--- config.mk ---
export PLATFORM = sky130hd
export DESIGN_NAME = sent_tx_scheduler
export DESIGN_NICKNAME = d
export VERILOG_FILES = /design/src/rtl/sent_pkg.sv /design/src/rtl/sent_rr_arb2.sv /design/src/rtl/sent_tx_scheduler.sv
export SDC_FILE = /design/constraint.sdc
export NUM_CORES = 1
export LEC_CHECK = 0
export BUFFER_PORTS_ARGS = -buffer_cell sky130_fd_sc_hd__buf_2
export CAP_MARGIN = 25
export CORE_ASPECT_RATIO = 1.4
export CORE_UTILIZATION = 55
export DETAILED_ROUTE_END_ITERATION = 7
export PLACE_DENSITY = 0.94
export SLEW_MARGIN = 30
export SYNTH_ARGS = -nofsm -noshare
export SYNTH_HDL_FRONTEND = slang
export SYNTH_SLANG_ARGS = --single-unit
--- constraint.sdc ---
create_clock -name clk_tx -period 3.44 [get_ports clk_tx]
set_clock_uncertainty 0.1 [all_clocks]
set_input_delay 0.688 -clock clk_tx [delete_from_list [all_inputs] [get_ports clk_tx]]
set_output_delay 0.688 -clock clk_tx [all_outputs]
set_load 0.005 [all_outputs]
--- src/rtl/sent_pkg.sv ---
// Shared SENT scheduler types: FSM state encoding, channel format codes, latched message record.
// Pure definitions, no logic.
// Imported by the scheduler and its arbiter.
package sent_pkg;

    typedef enum logic [2:0] {
        ST_IDLE  = 3'd0,
        ST_ARB   = 3'd1,
        ST_START = 3'd2,
        ST_BUSY  = 3'd3,
        ST_GAP   = 3'd4
    } sched_state_t;

    localparam logic FMT_SERIAL   = 1'b0;
    localparam logic FMT_ENHANCED = 1'b1;

    typedef struct packed {
        logic        fmt;
        logic        cfg;
        logic [7:0]  id;
        logic [15:0] data;
    } sent_msg_t;

    // Counter width able to hold max_val; never narrower than one bit.
    function automatic int unsigned cnt_width(input int unsigned max_val);
        return (max_val == 0) ? 1 : $clog2(max_val + 1);
    endfunction

endpackage

--- src/rtl/sent_rr_arb2.sv ---
// Two-requester arbiter: round-robin against last owner, or fixed A-first priority.
// Latency: combinational.
// Backpressure: none; grant is zero when nobody requests.
module sent_rr_arb2
    import sent_pkg::*;
(
    input  logic [1:0] req_i,
    input  logic       last_owner_i,
    input  logic       fixed_prio_i,
    output logic [1:0] gnt_o
);

    always_comb begin
        gnt_o = 2'b00;
        if (fixed_prio_i) begin
            if (req_i[0]) begin
                gnt_o = 2'b01;
            end else if (req_i[1]) begin
                gnt_o = 2'b10;
            end
        end else begin
            case (req_i)
                2'b01:   gnt_o = 2'b01;
                2'b10:   gnt_o = 2'b10;
                // Contention: the requester that did not own the last message wins.
                2'b11:   gnt_o = last_owner_i ? 2'b01 : 2'b10;
                default: gnt_o = 2'b00;
            endcase
        end
    end

endmodule

--- src/rtl/sent_tx_scheduler.sv ---
// Schedules messages from requesters A/B onto one SENT transmitter; SENT_SCHED_FIXED_PRIO_EN selects fixed priority.
// Latency: request to ack 1 cycle, to enable 2 cycles; done 1 cycle after tx_idle_i rises or on timeout.
// Backpressure: requests are held until ack; new requests wait through BUSY and GAP_CYCLES idle gap.
module sent_tx_scheduler
    import sent_pkg::*;
#(
    parameter int unsigned GAP_CYCLES     = 16,
    parameter int unsigned TIMEOUT_CYCLES = 65535
) (
    input  logic        clk_tx,
    input  logic        reset_n_tx,
    input  logic [1:0]  req_i,
    input  logic [1:0]  fmt_i,
    input  logic [1:0]  cfg_i,
    input  logic [7:0]  id_a_i,
    input  logic [15:0] data_a_i,
    input  logic [7:0]  id_b_i,
    input  logic [15:0] data_b_i,
    output logic [1:0]  ack_o,
    output logic [1:0]  done_o,
    input  logic        tx_idle_i,
    output logic        enable_o,
    output logic        channel_format_o,
    output logic        config_bit_o,
    output logic [7:0]  id_o,
    output logic [15:0] data_bit_field_o,
    output logic        busy_o,
    output logic        owner_o,
    output logic        timeout_o
);

    localparam int unsigned GAP_W = cnt_width(GAP_CYCLES);
    localparam int unsigned TO_W  = cnt_width(TIMEOUT_CYCLES);
    localparam logic [GAP_W-1:0] GAP_MAX  = GAP_W'(GAP_CYCLES);
    localparam logic [GAP_W-1:0] GAP_LAST = GAP_W'((GAP_CYCLES == 0) ? 0 : GAP_CYCLES - 1);
    localparam logic [TO_W-1:0]  TO_MAX   = TO_W'(TIMEOUT_CYCLES);

`ifdef SENT_SCHED_FIXED_PRIO_EN
    localparam logic FIXED_PRIO = 1'b1;
`else
    localparam logic FIXED_PRIO = 1'b0;
`endif

    sched_state_t     state_q, state_d;
    sent_msg_t        msg_q, msg_d;
    logic             owner_q, owner_d;
    logic             last_owner_q, last_owner_d;
    logic             busy_q, busy_d;
    logic [1:0]       done_q, done_d;
    logic             timeout_q, timeout_d;
    logic             idle_prev_q;
    logic [TO_W-1:0]  to_cnt_q, to_cnt_d;
    logic [GAP_W-1:0] gap_cnt_q, gap_cnt_d;

    logic [1:0]       gnt;
    logic             sel_b;
    logic             idle_edge;
    logic [TO_W-1:0]  to_inc;
    logic [GAP_W-1:0] gap_inc;

    sent_rr_arb2 u_arb (
        .req_i        (req_i),
        .last_owner_i (last_owner_q),
        .fixed_prio_i (FIXED_PRIO),
        .gnt_o        (gnt)
    );

    assign sel_b     = gnt[1];
    assign idle_edge = tx_idle_i & ~idle_prev_q;
    assign to_inc    = (to_cnt_q == TO_MAX) ? to_cnt_q : to_cnt_q + 1'b1;
    assign gap_inc   = (gap_cnt_q == GAP_MAX) ? gap_cnt_q : gap_cnt_q + 1'b1;

    always_comb begin
        state_d      = state_q;
        msg_d        = msg_q;
        owner_d      = owner_q;
        last_owner_d = last_owner_q;
        busy_d       = busy_q;
        done_d       = 2'b00;
        timeout_d    = timeout_q;
        to_cnt_d     = '0;
        gap_cnt_d    = '0;
        ack_o        = 2'b00;

        case (state_q)
            ST_IDLE: begin
                if (req_i != 2'b00) begin
                    state_d = ST_ARB;
                end
            end
            ST_ARB: begin
                if (gnt != 2'b00) begin
                    ack_o        = gnt;
                    owner_d      = sel_b;
                    last_owner_d = sel_b;
                    msg_d.fmt    = fmt_i[sel_b];
                    msg_d.cfg    = cfg_i[sel_b];
                    msg_d.id     = sel_b ? id_b_i : id_a_i;
                    msg_d.data   = sel_b ? data_b_i : data_a_i;
                    busy_d       = 1'b1;
                    state_d      = ST_START;
                end else begin
                    state_d = ST_IDLE;
                end
            end
            ST_START: begin
                // The timeout window opens with the enable pulse.
                to_cnt_d = to_inc;
                state_d  = ST_BUSY;
            end
            ST_BUSY: begin
                to_cnt_d = to_inc;
                if (idle_edge || (to_inc == TO_MAX)) begin
                    timeout_d = timeout_q | ~idle_edge;
                    done_d    = owner_q ? 2'b10 : 2'b01;
                    busy_d    = 1'b0;
                    state_d   = ST_GAP;
                end
            end
            ST_GAP: begin
                gap_cnt_d = gap_inc;
                if (gap_cnt_q == GAP_LAST) begin
                    state_d = ST_IDLE;
                end
            end
            default: state_d = ST_IDLE;
        endcase
    end

    always_ff @(posedge clk_tx or negedge reset_n_tx) begin
        if (!reset_n_tx) begin
            state_q      <= ST_IDLE;
            msg_q        <= '{fmt: FMT_SERIAL, cfg: 1'b0, id: 8'h00, data: 16'h0000};
            owner_q      <= 1'b0;
            last_owner_q <= 1'b1;
            busy_q       <= 1'b0;
            done_q       <= 2'b00;
            timeout_q    <= 1'b0;
            idle_prev_q  <= 1'b0;
            to_cnt_q     <= '0;
            gap_cnt_q    <= '0;
        end else begin
            state_q      <= state_d;
            msg_q        <= msg_d;
            owner_q      <= owner_d;
            last_owner_q <= last_owner_d;
            busy_q       <= busy_d;
            done_q       <= done_d;
            timeout_q    <= timeout_d;
            idle_prev_q  <= tx_idle_i;
            to_cnt_q     <= to_cnt_d;
            gap_cnt_q    <= gap_cnt_d;
        end
    end

    assign enable_o         = (state_q == ST_START);
    assign done_o           = done_q;
    assign busy_o           = busy_q;
    assign owner_o          = owner_q;
    assign timeout_o        = timeout_q;
    assign channel_format_o = msg_q.fmt;
    assign config_bit_o     = msg_q.cfg;
    assign id_o             = msg_q.id;
    assign data_bit_field_o = msg_q.data;

endmodule

==> summary.txt <==
========================================================================================
Detailed Place HPWL                                                              4960 um
Global-route usage over all layers                                                 26.0%
Boundary pin count                                                                    91
TritonCTS clock tree                                                                done
Total overflow reported by the global router                                           0
Starting utilization of the core area                                              58.4%
Seq cells post-synth                                                                  57
Most area-consuming cells after synthesis                                   dfrtp_1 48%, nor2_1 6.4%, a21oi_1 6.1%
Insertion delay to the later sink of the worst-skew pair                         0.33 ns
Die extent in y                                                                  87.8 um
Final RePlAce weighted congestion                                                  0.955
# hold bufs at CTS                                                                     0
Number of inserted filler cells in the final layout                                  347
Resized Gates After CTS                                                                0
PortBufs                                                                              90
Number of violations of the max-capacitance limit                                      0
Initial antenna violation count                                                        0
Setup TNS                                                                           0 ns
Arr. time, crit path                                                             2.91 ns
Min-delay worst type                                                        input pin to asynchronous set/reset pin
CTS H-tree lvls                                                                        3
Proportion of layout cells with a drive suffix above 1                             29.9%
Remaining antenna violation count                                                      0
Largest buffer count on any clock path                                                 2
Post-synthesis sequential area ratio                                               49.3%
YS warnings                                                                            0
Number of hold violations in the final report                                          0
Pin count of the biggest net entering global routing                                  30
Average footprint of a synthesized cell                                       9.16 sq um
Relative max-transition margin                                                     51.5%
Required time at the worst-slack endpoint                                        3.56 ns
Global-route wire length before repair                                          11200 um
Number of antenna repair diodes                                                        0
Synth async-reset ratio                                                             100%
Number of vias in the routed layout                                                 2701
Largest area contributor in the synthesized netlist                              dfrtp_1
EDFF count, synth                                                                      0
Number of global-route vias before repair                                           2536
Most instantiated library cell after synthesis                                   dfrtp_1
Clock root buffer                                                               clkbuf_8
Peak supply drop                                                              0.000272 V
Result of the run                                                           finished clean
CTS clock-pin slew for the worst setup and hold paths                            0.06 ns
Setup Fix Bufs, Post-CTS                                                               0
Measured slew at the worst slew-check pin                                       0.725 ns
Count of cell types in the netlist                                                    48
Detailed Route WL                                                                6820 um
Number of nets in the layout                                                         462
Synth cell count leaders                                                    56 x dfrtp_1, 49 x nor2_1, 35 x a21oi_1, 27 x o22ai_1, 21 x nand2_1
Category of the critical setup timing path                                  flop to flop
Portion of the clock cycle consumed by the worst path in the final layout          81.3%
Slew Limit Fails                                                                       0
Area delta synth->final                                                            23.4%
DRC violation total after the first TritonRoute iteration                            199
Row count                                                                             30
Post-route DRC                                                                         0
Share of the synthesized area in the top cell type                                 48.4%
Post-Synthesis Net Count                                                             377
Via density per instance                                                            5.76
RSZ-0062 raised after global routing                                               false
Post-Synthesis Cell Area                                                      2900 sq um
Synth Instances                                                                      316
Min Clock Period, post-route                                                     2.80 ns
Fmax                                                                             358 MHz
Routed wire length per instance                                                  14.5 um
Die footprint                                                                 5560 sq um
Leak pwr                                                                         1.60 nW
Startpoint kind of the worst setup timing path                                      flop
Number of iterations in the first detailed-routing pass                                4
Placed cell areas                                                             3380 sq um
Core area                                                                     4950 sq um
Finished Cell Area                                                            3570 sq um
Power density of the placed cells                                            680 nW/um^2
Number of buffers created by CTS                                                       9
Final count of negative-setup-slack endpoints                                          0
Primary FF master, synth                                                         dfrtp_1
Largest fanout on the critical path                                                   10
Horizontal die dimension                                                         63.3 um
Critical path capture point type                                                    flop
Number of sinks handled by clock tree synthesis                                       57
========================================================================================
## metrics by stage
stage                     hold WS, ns  cells  worst slack (ns)  total power, W  util [%]
after floorplan                 0.292    316              1.19         0.00150         -
after global placement          0.367    454             0.808         0.00178      68.2
after detailed placement        0.375    454             0.697         0.00183      68.2
after CTS                       0.281    469             0.681         0.00245      72.1
after global routing            0.323    469             0.440         0.00260      72.1
final                           0.269    469             0.645         0.00243      72.1
## critical path: stages (launching register included)
cell and delay (ns):
dfrtp_1 0.52, ha_1 0.47, nand4_1 0.23, or4_1 0.66, a31oi_4 0.27, nand4_2 0.18, a31o_1 0.26
## registers in the layout, indices dropped and copies added, names as in the netlist
| name | cells |
|---|---|
| idle_prev_q | 1 |
| to_cnt_q | 16 |
| busy_o | 1 |
| gap_cnt_q | 5 |
| data_bit_field_o | 16 |
| config_bit_o | 1 |
| owner_o | 1 |
| timeout_o | 1 |
| channel_format_o | 1 |
| state_q | 3 |
| done_o | 2 |
| id_o | 8 |
| last_owner_q | 1 |
## worst paths after layout
check	startpoint	to	slack [ns]	cells past startpoint
worst max-delay path	to_cnt_q[0]$_DFF_PN0_	state_q[0]$_DFFE_PN0P_	0.64	6
worst min-delay path	reset_n_tx	data_bit_field_o[3]$_DFFE_PN0P_	0.27	1
worst max register to register	to_cnt_q[0]$_DFF_PN0_	state_q[0]$_DFFE_PN0P_	0.64	6
worst min register to register	timeout_o$_DFFE_PN0P_	timeout_o$_DFFE_PN0P_	0.39	1
max in group asynchronous	reset_n_tx	data_bit_field_o[13]$_DFFE_PN0P_	2.19	2
min in group clk_tx	tx_idle_i	idle_prev_q$_DFF_PN0_	0.38	1
## cell type report
cell class	count	area, sq um	share of cell area, %
inverters	7	26.3	0.736
clock buffers	12	155	4.34
repair buffers	95	488	13.7
well taps	64	80.1	2.24
clock inverters	3	40.0	1.12
multi-input cells	231	1360	37.9
flip-flops and latches	57	1430	40.0
## routing by layer
| layer | global-route usage [%] | up-vias | wire [um] |
|---|---|---|---|
| met3 | 6.25 | 26 | 407 |
| met4 | 16.7 | 0 | 211 |
| met1 | 28.4 | 1251 | 2690 |
| met2 | 45.2 | 111 | 3510 |
| met5 | 0 | - | 0 |
| li1 | - | 1313 | - |
## cell usage in the layout, fill, tap and decap left out, types with 2 or more instances in the layout
| master | n |
|---|---|
| a211oi_2 | 2 |
| a21o_1 | 2 |
| a21oi_1 | 35 |
| a31o_1 | 2 |
| a31oi_1 | 4 |
| and2_1 | 2 |
| and3_1 | 3 |
| and4_1 | 3 |
| buf_2 | 90 |
| buf_4 | 5 |
| clkbuf_8 | 11 |
| clkinv_2 | 2 |
| dfrtp_1 | 56 |
| ha_1 | 4 |
| inv_1 | 6 |
| mux2i_1 | 3 |
| nand2_1 | 21 |
| nand2b_1 | 3 |
| nand3_1 | 13 |
| nand4_1 | 5 |
| nand4_2 | 2 |
| nor2_1 | 49 |
| nor3_1 | 8 |
| nor4_1 | 3 |
| nor4_2 | 2 |
| o211a_1 | 2 |
| o21ai_0 | 5 |
| o21ai_1 | 4 |
| o22ai_1 | 27 |
| o31a_1 | 2 |
| xnor2_1 | 7 |
| xor2_1 | 3 |
## report_power, final
part | internal, W | total [W] | switching, W | leakage, nW
Sequential | 0.000872 | 0.00102 | 0.000149 | 0.691
Clock | 0.000367 | 0.000604 | 0.000237 | 0.102
Combinational | 0.000341 | 0.000804 | 0.000464 | 0.808
## cells by family after synthesis
family / share of synthesized area (%)
adder cells (fa/ha/maj): 1.73
multiplexers: 1.04
AO/OA/AOI/OAI: 20.5
XOR/XNOR: 3.03
buffers and inverters: 4.02
AND/OR/NAND/NOR: 20.4
flip-flops: 49.3
Note: power is estimated with default switching activity, not from simulation.
